File: config.mk
export PLATFORM = sky130hd
export DESIGN_NAME = alu_issue_queue_flat
export DESIGN_NICKNAME = d
export VERILOG_FILES = /design/src/rtl/alu_pkg.sv /design/src/rtl/alu_issue_queue_if.sv /design/src/rtl/alu_issue_pick.sv /design/src/rtl/alu_issue_queue.sv /design/src/flat_wrapper.sv
export SDC_FILE = /design/constraint.sdc
export NUM_CORES = 1
export LEC_CHECK = 0
export ABC_AREA = 0
export BUFFER_PORTS_ARGS = -buffer_cell sky130_fd_sc_hd__buf_2
export CAP_MARGIN = 5
export CORE_AREA = 8 8 222 267
export DETAILED_ROUTE_END_ITERATION = 8
export DIE_AREA = 0 0 230 275
export GPL_TIMING_DRIVEN = 0
export SLEW_MARGIN = 10
export SYNTH_ARGS = -nofsm -noshare
export SYNTH_HDL_FRONTEND = slang
export SYNTH_SLANG_ARGS = --single-unit
export TNS_END_PERCENT = 20
File: constraint.sdc
create_clock -name clk -period 12.5 [get_ports clk]
set_input_delay 1.25 -clock clk [delete_from_list [all_inputs] [get_ports clk]]
set_output_delay 1.25 -clock clk [all_outputs]
set_load 0.1 [all_outputs]
File: src/rtl/alu_pkg.sv
// Shared types and constants for the ALU issue queue.
// Holds the ALU opcode encodings, the tag width, the "no tag" value,
// the queue entry record and the CDB wake-up helper used by the queue.
package alu_pkg;

  // Tag width; tag value 0 means "no producer / value ready / no result".
  localparam int TAG_W = 3;

  typedef logic [TAG_W-1:0] tag_t;

  localparam tag_t NO_TAG = '0;

  // ALU opcode encodings
  localparam logic [4:0] ADD   = 5'b00000;
  localparam logic [4:0] SUB   = 5'b00001;
  localparam logic [4:0] SLL   = 5'b00010;
  localparam logic [4:0] SLT   = 5'b00011;
  localparam logic [4:0] SLTU  = 5'b00100;
  localparam logic [4:0] XOR   = 5'b00101;
  localparam logic [4:0] SRL   = 5'b00110;
  localparam logic [4:0] SRA   = 5'b00111;
  localparam logic [4:0] OR    = 5'b01000;
  localparam logic [4:0] AND   = 5'b01001;
  localparam logic [4:0] LUI   = 5'b01010;
  localparam logic [4:0] AUIPC = 5'b01011;
  localparam logic [4:0] BEQ   = 5'b01100;
  localparam logic [4:0] BNE   = 5'b01101;
  localparam logic [4:0] BLT   = 5'b01110;
  localparam logic [4:0] BGE   = 5'b01111;
  localparam logic [4:0] JAL   = 5'b10000;
  localparam logic [4:0] JALR  = 5'b10001;

  // One reservation entry: operand value plus the tag still awaited for it.
  typedef struct packed {
    logic        valid;
    logic [4:0]  op;
    logic [31:0] v1;
    tag_t        q1;
    logic [31:0] v2;
    tag_t        q2;
    tag_t        des;
  } entry_t;

  // Capture a CDB broadcast into a valid entry waiting on that tag.
  // A broadcast on NO_TAG carries no result and is ignored.
  function automatic entry_t wake(input entry_t      e,
                                  input logic        cdb_valid,
                                  input tag_t        cdb_tag,
                                  input logic [31:0] cdb_value);
    entry_t r;
    r = e;
    if (e.valid && cdb_valid && (cdb_tag != NO_TAG)) begin
      if (e.q1 == cdb_tag) begin
        r.v1 = cdb_value;
        r.q1 = NO_TAG;
      end
      if (e.q2 == cdb_tag) begin
        r.v2 = cdb_value;
        r.q2 = NO_TAG;
      end
    end
    return r;
  endfunction

endpackage

File: src/rtl/alu_issue_queue_if.sv
// Bus interface of the ALU issue queue: allocation port, CDB snoop port,
// flush, registered ALU drive and occupancy.
//
// Handshake: an instruction is accepted at a posedge exactly when in_valid
// and in_ready are both 1 at that edge (and flush is 0). in_ready depends
// only on the registered occupancy, never on in_valid; the sender may hold
// or change in_valid freely and must keep the in_* payload stable while
// in_valid is 1 and in_ready is 0 if it wants that instruction accepted.
interface alu_issue_queue_if #(
  parameter int DEPTH = 4,
  parameter int TAG_W = alu_pkg::TAG_W
);
  localparam int CW = $clog2(DEPTH) + 1;

  logic             in_valid;
  logic             in_ready;
  logic [4:0]       in_op;
  logic [TAG_W-1:0] in_des;
  logic [31:0]      in_v1;
  logic [31:0]      in_v2;
  logic [TAG_W-1:0] in_q1;
  logic [TAG_W-1:0] in_q2;

  logic             cdb_valid;
  logic [TAG_W-1:0] cdb_tag;
  logic [31:0]      cdb_value;

  logic             flush;

  logic [4:0]       alu_op;
  logic [31:0]      alu_value_1;
  logic [31:0]      alu_value_2;
  logic [TAG_W-1:0] alu_des;

  logic [CW-1:0]    count;

  // Producer side (dispatch / testbench)
  modport master (
    output in_valid, in_op, in_des, in_v1, in_v2, in_q1, in_q2,
    output cdb_valid, cdb_tag, cdb_value, flush,
    input  in_ready, alu_op, alu_value_1, alu_value_2, alu_des, count
  );

  // Queue side
  modport slave (
    input  in_valid, in_op, in_des, in_v1, in_v2, in_q1, in_q2,
    input  cdb_valid, cdb_tag, cdb_value, flush,
    output in_ready, alu_op, alu_value_1, alu_value_2, alu_des, count
  );

endinterface

File: src/rtl/alu_issue_pick.sv
// Oldest-ready selector: grants the lowest-index set bit of the ready
// vector. Index 0 is the oldest entry, so this is an age-ordered pick.
module alu_issue_pick #(
  parameter int N = 4
) (
  input  logic [N-1:0] req,
  output logic [N-1:0] gnt,
  output logic         any
);

  // Scan from the oldest entry and grant the first ready one.
  always_comb begin
    gnt = '0;
    any = 1'b0;
    for (int i = 0; i < N; i++) begin
      if (req[i] && !any) begin
        gnt[i] = 1'b1;
        any    = 1'b1;
      end
    end
  end

endmodule

File: src/rtl/alu_issue_queue.sv
// In-order-allocated, oldest-ready-first ALU issue queue.
// Entries sit in allocation order (index 0 oldest) and are compacted when
// one issues. Waiting operands capture results from the CDB; an entry with
// both operands present in registered state issues to the registered ALU
// drive. Flush and reset empty the queue and idle the ALU drive.
//
// Optional build: define ALU_ISSUE_QUEUE_BYPASS_EN to send an already-ready
// incoming instruction straight to the ALU drive (no allocation) whenever the
// queue holds no ready entry.
module alu_issue_queue
  import alu_pkg::*;
#(
  parameter int DEPTH = 4,
  parameter int TAG_W = alu_pkg::TAG_W
) (
  input logic           clk,
  input logic           rst,
  alu_issue_queue_if.slave bus
);

  localparam int CW = $clog2(DEPTH) + 1;

  entry_t         ent_q [DEPTH];
  logic [CW-1:0]  count_q;

  logic [DEPTH-1:0] rdy;
  logic [DEPTH-1:0] gnt;
  logic             any_rdy;

  logic           hs;
  logic           issue;
  logic           bypass;
  logic           alloc;
  logic [CW-1:0]  alloc_idx;
  logic [CW-1:0]  count_nxt;
  logic           removed;

  entry_t         new_ent;
  entry_t         woke [DEPTH+1];
  entry_t         nxt  [DEPTH];

  logic [4:0]     pick_op;
  logic [31:0]    pick_v1;
  logic [31:0]    pick_v2;
  tag_t           pick_des;

  logic [4:0]     out_op;
  logic [31:0]    out_v1;
  logic [31:0]    out_v2;
  tag_t           out_des;

  assign bus.in_ready = (count_q < CW'(DEPTH));
  assign bus.count    = count_q;

  // Ready means both operands present in the registered entry; a CDB
  // capture this cycle only becomes issuable on the next one.
  always_comb begin
    for (int i = 0; i < DEPTH; i++) begin
      rdy[i] = ent_q[i].valid && (ent_q[i].q1 == NO_TAG) && (ent_q[i].q2 == NO_TAG);
    end
  end

  alu_issue_pick #(.N(DEPTH)) u_pick (
    .req (rdy),
    .gnt (gnt),
    .any (any_rdy)
  );

  // Incoming instruction, with the CDB snooped so a result broadcast in the
  // allocation cycle is not missed.
  always_comb begin
    new_ent.valid = 1'b1;
    new_ent.op    = bus.in_op;
    new_ent.v1    = bus.in_v1;
    new_ent.q1    = bus.in_q1;
    new_ent.v2    = bus.in_v2;
    new_ent.q2    = bus.in_q2;
    new_ent.des   = bus.in_des;
    new_ent       = wake(new_ent, bus.cdb_valid, bus.cdb_tag, bus.cdb_value);
  end

  // Per-cycle control: accept, issue, optional bypass; flush overrides all.
  always_comb begin
    hs    = bus.in_valid && bus.in_ready && !bus.flush;
    issue = any_rdy && !bus.flush;
`ifdef ALU_ISSUE_QUEUE_BYPASS_EN
    bypass = hs && !any_rdy && (new_ent.q1 == NO_TAG) && (new_ent.q2 == NO_TAG);
`else
    bypass = 1'b0;
`endif
    alloc     = hs && !bypass;
    alloc_idx = count_q - CW'(issue);
    count_nxt = count_q + CW'(alloc) - CW'(issue);
  end

  // CDB wake-up of every queued entry; the extra slot is an empty filler
  // shifted into the top position during compaction.
  always_comb begin
    for (int i = 0; i < DEPTH; i++) begin
      woke[i] = wake(ent_q[i], bus.cdb_valid, bus.cdb_tag, bus.cdb_value);
    end
    woke[DEPTH] = '0;
  end

  // Compact past the issued entry, then append the new one at the tail.
  always_comb begin
    removed = 1'b0;
    for (int i = 0; i < DEPTH; i++) begin
      removed = removed | (issue & gnt[i]);
      nxt[i]  = removed ? woke[i+1] : woke[i];
      if (alloc && (alloc_idx == CW'(i))) begin
        nxt[i] = new_ent;
      end
    end
  end

  // Fields of the granted entry (grant is one-hot or zero).
  always_comb begin
    pick_op  = '0;
    pick_v1  = '0;
    pick_v2  = '0;
    pick_des = NO_TAG;
    for (int i = 0; i < DEPTH; i++) begin
      if (gnt[i]) begin
        pick_op  = ent_q[i].op;
        pick_v1  = ent_q[i].v1;
        pick_v2  = ent_q[i].v2;
        pick_des = ent_q[i].des;
      end
    end
  end

  // Next ALU drive: issued entry, bypassed instruction, or idle zeros.
  always_comb begin
    out_op  = '0;
    out_v1  = '0;
    out_v2  = '0;
    out_des = NO_TAG;
    if (bus.flush) begin
      out_op  = '0;
    end else if (issue) begin
      out_op  = pick_op;
      out_v1  = pick_v1;
      out_v2  = pick_v2;
      out_des = pick_des;
    end else if (bypass) begin
      out_op  = new_ent.op;
      out_v1  = new_ent.v1;
      out_v2  = new_ent.v2;
      out_des = new_ent.des;
    end
  end

  // Queue storage and occupancy; flush empties it.
  always_ff @(posedge clk or negedge rst) begin
    if (!rst) begin
      for (int i = 0; i < DEPTH; i++) begin
        ent_q[i] <= '0;
      end
      count_q <= '0;
    end else if (bus.flush) begin
      for (int i = 0; i < DEPTH; i++) begin
        ent_q[i] <= '0;
      end
      count_q <= '0;
    end else begin
      for (int i = 0; i < DEPTH; i++) begin
        ent_q[i] <= nxt[i];
      end
      count_q <= count_nxt;
    end
  end

  // Registered ALU drive.
  always_ff @(posedge clk or negedge rst) begin
    if (!rst) begin
      bus.alu_op      <= '0;
      bus.alu_value_1 <= '0;
      bus.alu_value_2 <= '0;
      bus.alu_des     <= '0;
    end else begin
      bus.alu_op      <= out_op;
      bus.alu_value_1 <= out_v1;
      bus.alu_value_2 <= out_v2;
      bus.alu_des     <= out_des;
    end
  end

endmodule

File: src/flat_wrapper.sv
// flat-port wrapper written by rule: the top's interface ports become plain ports
module alu_issue_queue_flat import alu_pkg::*;
#(
  parameter int DEPTH = 4,
  parameter int TAG_W = alu_pkg::TAG_W
)
  (clk, rst, bus_in_valid, bus_in_op, bus_in_des, bus_in_v1, bus_in_v2, bus_in_q1, bus_in_q2, bus_cdb_valid, bus_cdb_tag, bus_cdb_value, bus_flush, bus_in_ready, bus_alu_op, bus_alu_value_1, bus_alu_value_2, bus_alu_des, bus_count);
  alu_issue_queue_if #(.DEPTH(DEPTH), .TAG_W(TAG_W)) bus_i ();
  input logic clk;
  input logic rst;
  input wire logic [$bits(bus_i.in_valid)-1:0] bus_in_valid;
  input wire logic [$bits(bus_i.in_op)-1:0] bus_in_op;
  input wire logic [$bits(bus_i.in_des)-1:0] bus_in_des;
  input wire logic [$bits(bus_i.in_v1)-1:0] bus_in_v1;
  input wire logic [$bits(bus_i.in_v2)-1:0] bus_in_v2;
  input wire logic [$bits(bus_i.in_q1)-1:0] bus_in_q1;
  input wire logic [$bits(bus_i.in_q2)-1:0] bus_in_q2;
  input wire logic [$bits(bus_i.cdb_valid)-1:0] bus_cdb_valid;
  input wire logic [$bits(bus_i.cdb_tag)-1:0] bus_cdb_tag;
  input wire logic [$bits(bus_i.cdb_value)-1:0] bus_cdb_value;
  input wire logic [$bits(bus_i.flush)-1:0] bus_flush;
  output wire logic [$bits(bus_i.in_ready)-1:0] bus_in_ready;
  output wire logic [$bits(bus_i.alu_op)-1:0] bus_alu_op;
  output wire logic [$bits(bus_i.alu_value_1)-1:0] bus_alu_value_1;
  output wire logic [$bits(bus_i.alu_value_2)-1:0] bus_alu_value_2;
  output wire logic [$bits(bus_i.alu_des)-1:0] bus_alu_des;
  output wire logic [$bits(bus_i.count)-1:0] bus_count;
  assign bus_i.in_valid = bus_in_valid;
  assign bus_i.in_op = bus_in_op;
  assign bus_i.in_des = bus_in_des;
  assign bus_i.in_v1 = bus_in_v1;
  assign bus_i.in_v2 = bus_in_v2;
  assign bus_i.in_q1 = bus_in_q1;
  assign bus_i.in_q2 = bus_in_q2;
  assign bus_i.cdb_valid = bus_cdb_valid;
  assign bus_i.cdb_tag = bus_cdb_tag;
  assign bus_i.cdb_value = bus_cdb_value;
  assign bus_i.flush = bus_flush;
  assign bus_in_ready = bus_i.in_ready;
  assign bus_alu_op = bus_i.alu_op;
  assign bus_alu_value_1 = bus_i.alu_value_1;
  assign bus_alu_value_2 = bus_i.alu_value_2;
  assign bus_alu_des = bus_i.alu_des;
  assign bus_count = bus_i.count;
  alu_issue_queue #(.DEPTH(DEPTH), .TAG_W(TAG_W)) u_core (.clk(clk), .rst(rst), .bus(bus_i));
endmodule
# ---- Word level (Yosys, flattened, before mapping)
# Cells that the tools add are included.
dict set report word_totals {
  ff_bits 391
  latchBits 0
  ramBits 0
  rom_bits 0
  in_bits 118
  output_inout_bits 76
  elab_cells 163
  n_memories 0
}
dict set report classes {
  addsub 3
  n_mul 0
  div_mod_pow 0
  n_lt_le_gt_ge 1
  n_eq_ne 13
  shift 0
  n_mux 56
  bitwise_logic 7
  n_reduce_logical 50
}
# cell count
set op_table {}
lappend op_table {{79-bit 2-to-1 mux} 8}
lappend op_table {{32-bit 2-to-1 mux} 12}
lappend op_table {{35-bit 2-to-1 mux} 10}
lappend op_table {{70-bit 2-to-1 mux} 5}
lappend op_table {{316-bit 2-to-1 mux} 1}
lappend op_table {{3-bit equality test} 10}
lappend op_table {{5-bit 2-to-1 mux} 6}
lappend op_table {{1-bit logical AND} 27}
lappend op_table {{3-bit logical NOT} 9}
lappend op_table {{3-bit 2-to-1 mux} 7}
lappend op_table {{3-bit nonzero test} 5}
lappend op_table {{4-bit nonzero test} 3}
lappend op_table {{1-bit 2-to-1 mux} 7}
lappend op_table {{3-bit by 2-bit equality test with 1-bit output, second input constant} 2}
lappend op_table {{3-bit by 1-bit subtractor with 3-bit output} 2}
lappend op_table {{1-bit AND} 4}
lappend op_table {{1-bit logical NOT} 4}
lappend op_table {{2-bit AND reduction} 2}
lappend op_table {{3-bit by 1-bit adder with 3-bit output} 1}
lappend op_table {{3-bit by 1-bit equality test with 1-bit output, second input constant} 1}
lappend op_table {{3-bit less-than comparator, second input constant} 1}
lappend op_table {{1-bit OR} 3}

# ---- Depth between registers and ports, before layout
# Gate-level depths: netlist of run 1.
dict set report depth {
  ltp_word 21
  depth_mapped 19
  mapped_depth_nobuf 13
}

# ---- Modules after synthesis
# From an unflattened synthesis of run 1, not the netlist that was laid out.
dict set report hier_totals {
  hier_cells 2349
  area_unflattened_um2 22471.6
}
# module n_inst cells_each area_each_um2 seq_area_each_um2
set modules_own_cells {}
lappend modules_own_cells {alu_issue_queue 1 2344 22434.0 9784.4}
lappend modules_own_cells {alu_issue_pick 1 5 37.5 0.0}

# ---- Least setup slack after synthesis of run 1
# Ideal clock, no wire load.
dict set report synth_path {
  path_kind {input-to-reg}
  start {in bus_flush}
  end {reg u_core.ent_q[208] in the netlist's numbering}
  setup_ns 0.124
  arrival_time_ns 4.400
  required_time_ns 12.376
  slack_ns 7.976
  path_stages 15
  n_path_buf 5
  cell_sequence {buf_2 -> clkbuf_1 -> nand2b_1 -> clkbuf_1 -> clkbuf_1 -> inv_1 -> ha_1 -> inv_1 -> ha_1 -> nor3b_1 -> a21o_1 -> nor4_2 -> buf_2 -> a22o_1 -> a211o_1}
}
dict set report synth_between {
  elab_chain_cells 7
  elab_cells_between_ends 12
  cone_classes {add/sub (1); eq/ne (1); mux (3); bitwise (3); reduce/logical (4)}
}
# item line
set synth_lines {}
lappend synth_lines {{start: declaration} flat_wrapper.sv:21} ;# input wire logic [$bits(bus_i.flush)-1:0] bus_flush;
lappend synth_lines {{1-bit logical NOT} {alu_issue_queue.sv:84, alu_issue_queue.sv:85}}
lappend synth_lines {{1-bit logical AND} alu_issue_queue.sv:85} ;# issue = any_rdy && !bus.flush;
lappend synth_lines {{3-bit by 1-bit subtractor with 3-bit output or 1-bit AND (tied branches)} {alu_issue_queue.sv:92, alu_issue_queue.sv:109}}
lappend synth_lines {{3-bit by 1-bit equality test with 1-bit output or 1-bit OR (tied branches)} {alu_issue_queue.sv:111, alu_issue_queue.sv:109}}
lappend synth_lines {{1-bit logical AND or 79-bit 2-to-1 mux (tied branches)} {alu_issue_queue.sv:111, alu_issue_queue.sv:110}}
lappend synth_lines {{79-bit 2-to-1 mux} alu_issue_queue.sv:111} ;# if (alloc && (alloc_idx == CW'(i))) begin
lappend synth_lines {{316-bit 2-to-1 mux (*)} alu_issue_queue.sv:161} ;# end else if (bus.flush) begin
lappend synth_lines {{end signal: indexed assignment} alu_issue_queue.sv:168} ;# ent_q[i] <= nxt[i];
lappend synth_lines {{end: declaration} alu_issue_queue.sv:23} ;# entry_t ent_q [DEPTH];
# Every way passes the cells marked *; elsewhere a longest branch is shown, timed or not. The select of a mux whose other input is x is not followed.
# A chain may end at the register's enable or synchronous reset.

# ---- Worst setup path in the final report of run 1
dict set report layout_path {
  start {in bus_flush}
  end {reg u_core.ent_q[246] in the netlist's numbering}
}
dict set report layout_between {
  elab_chain_cells 7
  elab_cells_between_ends 13
  cone_classes {add/sub (1); mux (3); bitwise (1); reduce/logical (8)}
}
# item line
set layout_lines {}
lappend layout_lines {{1-bit logical NOT} {alu_issue_queue.sv:84, alu_issue_queue.sv:85}}
lappend layout_lines {{1-bit logical AND} alu_issue_queue.sv:85}
lappend layout_lines {{3-bit by 1-bit subtractor with 3-bit output} alu_issue_queue.sv:92} ;# alloc_idx = count_q - CW'(issue);
lappend layout_lines {{3-bit logical NOT} alu_issue_queue.sv:111}
lappend layout_lines {{1-bit logical AND} alu_issue_queue.sv:111}
lappend layout_lines {{4-bit nonzero test (no source line) or 79-bit 2-to-1 mux (tied branches)} --}
lappend layout_lines {{2-bit AND reduction (no source line) or 316-bit 2-to-1 mux (tied branches)} --}
# Several ways; a longest one is shown, not always the timed one. The select of a mux whose other input is x is not followed.

==> results of run 1 <==
==> where the power goes <==
part,switching (mW),internal (mW),leakage (nW)
registers,0.283,1.58,5.39
clock network,0.580,0.760,0.715
logic,1.93,0.759,5.35
==> per-stage QoR <==
step           util, %  cells
2_1_floorplan        -   2167
3_3_place_gp      42.5   3051
3_5_place_dp      42.8   3057
4_1_cts           45.4   3137
5_1_grt           45.4   3140
6_report          45.4   3141
==> layer usage <==
layer	global-route usage [%]	part of all wire, %	wire, µm
met5	0	0.031	29
met4	16.6	6.1	5690
met1	35.0	38	35200
met3	5.89	9.6	8940
met2	45.6	46	43100
==> cell type report <==
class                           count  area share [%]
Multi-Input combinational cell   1532            43.5
Inverter                            9           0.135
Clock inverter                     20           0.794
Sequential cell                   391            39.0
Timing Repair Buffer              163            3.71
Clock buffer                       60            4.95
Tap cell                          727            3.63
Buffer                            235            4.17
Antenna cell                        4          0.0399
==> cell usage after synthesis, types with 8 or more instances <==
cell type	number
a211o_1	28
a22o_1	87
buf_2	55
a22oi_1	26
nor2_1	187
nand3_1	22
o211ai_1	28
a221oi_1	16
o22ai_1	74
mux2_2	28
o221a_2	28
a311oi_1	29
buf_4	15
a21oi_1	79
o21ai_0	46
dfrtp_1	391
o22a_1	36
xor2_1	13
xnor2_1	17
a21o_1	31
o41ai_1	58
a2bb2oi_1	16
nor3_1	69
a32oi_1	9
mux2i_1	220
and2_1	35
a211oi_1	8
o221ai_1	36
clkbuf_1	156
nand2_1	182
inv_1	9
o2bb2ai_1	28
==> kinds of logic after synthesis <==
family / count (synthesis) / synth area share (%)
adders and majority gates: 5 / 0.322
buffers and inverters: 244 / 4.96
and+or+nand+nor: 542 / 11.4
xor gates and xnor gates: 30 / 1.21
DFF: 391 / 45.0
AOI/OAI and AO/OA: 707 / 25.5
muxes: 248 / 11.6
==> registers in the layout, indices dropped and copies added (netlist names) <==
register,count
u_core.ent_q,316
u_core.bus.alu_op,5
u_core.bus.alu_value_2,32
u_core.bus.count,3
u_core.bus.alu_des,3
u_core.bus.alu_value_1,32
==> worst min path at each step <==
stage | depth (start not counted) | endpoint | from
final | 2 | u_core.ent_q[283] | u_core.ent_q[283]
after floorplan | 2 | u_core.ent_q[258] | u_core.ent_q[258]
after detailed placement | 2 | u_core.ent_q[273] | u_core.ent_q[273]
after global routing | 2 | u_core.ent_q[273] | u_core.ent_q[273]
after global placement | 2 | u_core.ent_q[258] | u_core.ent_q[258]
after CTS | 2 | u_core.ent_q[293] | u_core.ent_q[293]
==> worst max-delay path: stages <==
cell      delay (ns)
buf_2           0.24
clkbuf_1        0.45
nand2b_1        0.18
clkbuf_1        0.59
clkbuf_1        0.67
inv_1           0.23
ha_1            0.30
ha_1            0.24
nor3_4          0.27
nand3_1         0.57
a21oi_1         0.91
clkbuf_1        0.59
nor3_1          0.10
o41ai_1         0.28
==> impl_metrics.tcl, run 1 <==
set metrics [dict create \
    fillerInstances 5337 \
    htree_levels 2 \
    die_w_um 230 \
    ff2ff_path_depth 16 \
    cp.required_ns 12.98 \
    multi_input_area_um2 10900 \
    grtUsageTotal_pct 28.3 \
    layout-drive-gt1-share_pct 16.2 \
    design.die.area_um2 63300 \
    worstSetupEndpointType "register" \
    cts_setup_buffers 0 \
    final_cell_mix "dfrtp_1, mux2i_1, buf_2" \
    dr.pass1.iters 8 \
    slew_violations 0 \
    cts_buffer_depth 3 \
    post_drt_wl_per_cell_um 29.6 \
    rsz0062_at_grt "false" \
    leakagePower_nw 11.5 \
    port_buffers 157 \
    ys_warn_count 0 \
    status "completed" \
    grt_overflow 0 \
    netlist_area_um2 21700 \
    synth_top_area_share_pct 45.0 \
    core_region_area_um2 55200 \
    synth_area_leaders "dfrtp_1, mux2i_1, a22o_1, nor2_1, nand2_1" \
    seq_area_um2 9780 \
    fin_crit_sh_pct 51.4 \
    finalSetupViolCount 0 \
    dp_slack_ns 5.85 \
    grt_max_degree 105 \
    criticalPathCategory "in -> reg" \
    hold_ws_ns 0.482 \
    hp-class "reg -> reg" \
    ys_async_sr_fraction_pct 100 \
    numCtsBuffers 44 \
    worst_slack_ns 6.08 \
    rr_startpoint "u_core.ent_q[196]" \
    cts.sinks 391 \
    min_period_ns 6.42 \
    io_pins 194 \
    synth_ff_type "dfrtp_1" \
    die-height_um 275 \
    gp_congestion 0.938 \
    grt_pass1_wl_um 137000 \
    vias 20700 \
    power_mw 5.89 \
    fin_nets 2499 \
    worstPathArrival_ns 6.90 \
    cp-endpoint "u_core.ent_q[246]" \
    synth_edf_count 0 \
    areaGrowthSynthToFinish_pct 15.2 \
    layout_commonest_cell "dfrtp_1" \
    place_area_um2 23600 \
    skew_ns 0.0241 \
    r2r_slack_ns 6.30 \
    reg2reg_to "u_core.ent_q[246]" \
    hpwlAfterDp_um 64900 \
    ys_seq_area_share_pct 45.0 \
    num_rows 95 \
    first_iter_violations 2649 \
    hold_viol 0 \
    ir_worst_vdd_mv 0.134 \
    worstPathMaxFanout 10 \
    yosysTopAreaCell "dfrtp_1" \
    setup-tns-final_ns 0 \
    synth_cells 2167 \
    syn-mean-instance-area_um2 10.0 \
    drv_cap 0 \
    synth_nets 2290 \
    holdBufCountCts 0 \
    ctsRootBufferMaster "clkbuf_16" \
    antenna_found_initial 7 \
    vias_per_cell 6.59 \
    cp-start-kind "input port" \
    cts_tree "done" \
    cellPowerDensity_nw_per_um2 235 \
    wirelength_um 92900 \
    postRouteAntennaNets 0 \
    worst_pin_slew_ns 1.37 \
    path_clk_slew_ns 0.06 \
    final_cell_area_um2 25100 \
    remaining_drc_errors 0 \
    ys_types 73 \
    ys_seq_elements 391 \
    clock_latency_ns 0.61 \
    cts_resized 0 \
    grt_pass1_vias 20800 \
    start_util_pct 39.4 \
    crit_path_start "bus_flush" \
    fmax_mhz 156 \
    slew_headroom_pct 8.22 \
]
Note: power is estimated with default switching activity, not from simulation.
==> run 2: changes to the inputs <==
- clock period: 12.5 -> 5.65 ns (I/O delays scaled with it)
==> run 2 against run 1 <==
Against the previous run: global-route usage about the same; critical path depth grew 5; sequential power is 120% higher; worst setup slack got worse by 6.1 ns; the flow now finishes with violations (negative hold slack); clock power grew 120%; largest power group unchanged; non-clock buffer count stayed put; clock-buffer cell count unchanged; highest routed layer unchanged; final cell count stayed put; combinational power grew 120%; via count grew 0.30%; first-iteration DRC count rose by 3.9%.
==> impl_metrics.tcl, run 2 (synthesized netlist as in run 1, its figures left out) <==
set metrics [dict create \
    status "complete, but fails checks" \
    violations "negative hold slack" \
    p_sw_mw 6.17 \
    p_comb_share_pct 45.6 \
    fillerInstances 5334 \
    finalSetupViolCount 0 \
    leakagePower_nw 11.5 \
    vias 20800 \
    skew_ns 0.0258 \
    path_cells "or4b_4, or2_1, buf_2, nand4_1, nand2b_1, clkbuf_1, clkbuf_2, inv_1, ha_1, inv_1, ha_1, nor2b_1, and3_1, buf_2, buf_2, nor4_4, clkbuf_1, nand2_1, o41ai_1" \
    wirelength_um 92600 \
    slew_violations 0 \
    reg2reg_to "u_core.ent_q[265]" \
    p_int_mw 6.88 \
    num_rows 95 \
    numCtsBuffers 44 \
    design.die.area_um2 63300 \
    layout_commonest_cell "dfrtp_1" \
    multi_input_area_um2 10900 \
    postRouteAntennaNets 0 \
    hp-class "in -> async" \
    first_iter_violations 2751 \
    cts_tree "done" \
    crit_cells 19 \
    crit_path_start "u_core.ent_q[161]" \
    ir_worst_vdd_mv 0.295 \
    worstPathMaxFanout 10 \
    dr.pass1.iters 6 \
    critPathMostFrequentCell "buf_2" \
    fin_nets 2499 \
    cellPowerDensity_nw_per_um2 520 \
    post_drt_wl_per_cell_um 29.5 \
    top_regs "u_core.ent_q (316), u_core.bus.alu_value_1 (32), u_core.bus.alu_value_2 (32)" \
    areaGrowthSynthToFinish_pct 15.4 \
    criticalPathCategory "reg -> reg" \
    start_util_pct 39.4 \
    seq_area_um2 9780 \
    ff2ff_path_depth 19 \
    rsz0062_at_grt "true" \
    ctsRootBufferMaster "clkbuf_16" \
    rr_startpoint "u_core.ent_q[161]" \
    io_pins 194 \
    remaining_drc_errors 0 \
    core_region_area_um2 55200 \
    slowest_delay_ns 0.76 \
    htree_levels 2 \
    p_seq_share_pct 31.6 \
    cts_setup_buffers 0 \
    clock_latency_ns 0.61 \
    slew_headroom_pct 11.2 \
    die_w_um 230 \
    grtUsageTotal_pct 28.3 \
    hpwlAfterDp_um 64900 \
    cts.sinks 391 \
    grt_overflow 0 \
    fmax_mhz 178 \
    swShare_pct 47.3 \
    drv_cap 0 \
    grt_max_degree 105 \
    vias_per_cell 6.61 \
    largest_register "u_core.ent_q" \
    hold_ws_ns -0.0152 \
    min_period_ns 5.62 \
    setup-tns-final_ns 0 \
    cp.required_ns 6.13 \
    port_buffers 157 \
    gp_congestion 0.938 \
    slowest_stage "nor4_4" \
    final_cell_mix "dfrtp_1, mux2i_1, buf_2" \
    path_clk_slew_ns 0.06 \
    antenna_found_initial 7 \
    worst_pin_slew_ns 1.32 \
    worstPathArrival_ns 6.10 \
    r2r_slack_ns 0.03 \
    grt_pass1_wl_um 137000 \
    largest_register_ffs 316 \
    hold_viol 7 \
    layout-drive-gt1-share_pct 16.6 \
    worstSetupEndpointType "register" \
    die-height_um 275 \
    grt_pass1_vias 20800 \
    holdBufCountCts 0 \
    critPathTopFamily "simple AND/OR/NAND/NOR gates" \
    cp-start-kind "register" \
    crit_buf_inv 8 \
    fin_crit_sh_pct 99.5 \
    cts_buffer_depth 3 \
    clockPowerShare_pct 22.7 \
]
run 2: cell counts in the layout (fill, tap and decap cells not counted):
No cell type changed its count.
run 2: area by class of cell:
cell class,count,share of cell area [%]
antenna,4,0.0399
buffer,235,4.20
clock buffer,60,4.94
clock inverter,20,0.792
inverter,9,0.135
multi-input combinational,1532,43.6
sequential,391,39.0
tap,727,3.62
timing repair buffer,163,3.70
run 2: worst reg2reg max path: stages, from the launching register on:
cell and delay (ns):
dfrtp_1 0.47, or4b_4 0.62, or2_1 0.24, buf_2 0.16
nand4_1 0.16, nand2b_1 0.08, clkbuf_1 0.32, clkbuf_2 0.39
inv_1 0.21, ha_1 0.25, inv_1 0.06, ha_1 0.31
nor2b_1 0.06, and3_1 0.17, buf_2 0.17, buf_2 0.24
nor4_4 0.77, clkbuf_1 0.58, nand2_1 0.13, o41ai_1 0.10
run 2: worst max path at each step:
stage | endpoint | slack (ns)
final | u_core.ent_q[265] | 0.03
after detailed placement | u_core.ent_q[246] | -0.31
after global placement | u_core.bus.alu_value_1[10] | -4.21
after floorplan | u_core.ent_q[295] | 1.60
after global routing | u_core.ent_q[244] | -0.04
after CTS | u_core.ent_q[195] | 0.07
run 2: layer usage:
metal	routed length (µm)	track usage, %	vias to the layer above
li1	-	-	8654
met2	42800	45.5	1372
met5	29	0	-
met4	5910	16.9	4
met3	9000	5.72	342
met1	34800	35.1	10400
run 2: through the flow:
stage               power, mW  cell area, µm²  worst slack, ns  std cells  util (%)
floorplan                7.58           21700             1.60       2167         -
global placement         9.69           23400            -4.21       3051      42.5
detailed placement       9.85           23600           -0.314       3057      42.8
CTS                      12.8           25100           0.0730       3137      45.4
global route             13.5           25100          -0.0411       3140      45.5
finish                   13.1           25100           0.0272       3141      45.5
run 2: power by group through the flow:
stage	clock, mW	combinational, mW	sequential [mW]
finish	2.97	5.96	4.13
global route	3.11	6.17	4.19
CTS	2.99	5.74	4.09
detailed placement	0	5.72	4.13
global placement	0	5.59	4.09
floorplan	0	3.36	4.21
run 2: repair_timing:
action,in CTS,in global routing
setup endpoints to repair,31,90
gates cloned,0,0
gates resized for setup,3,16
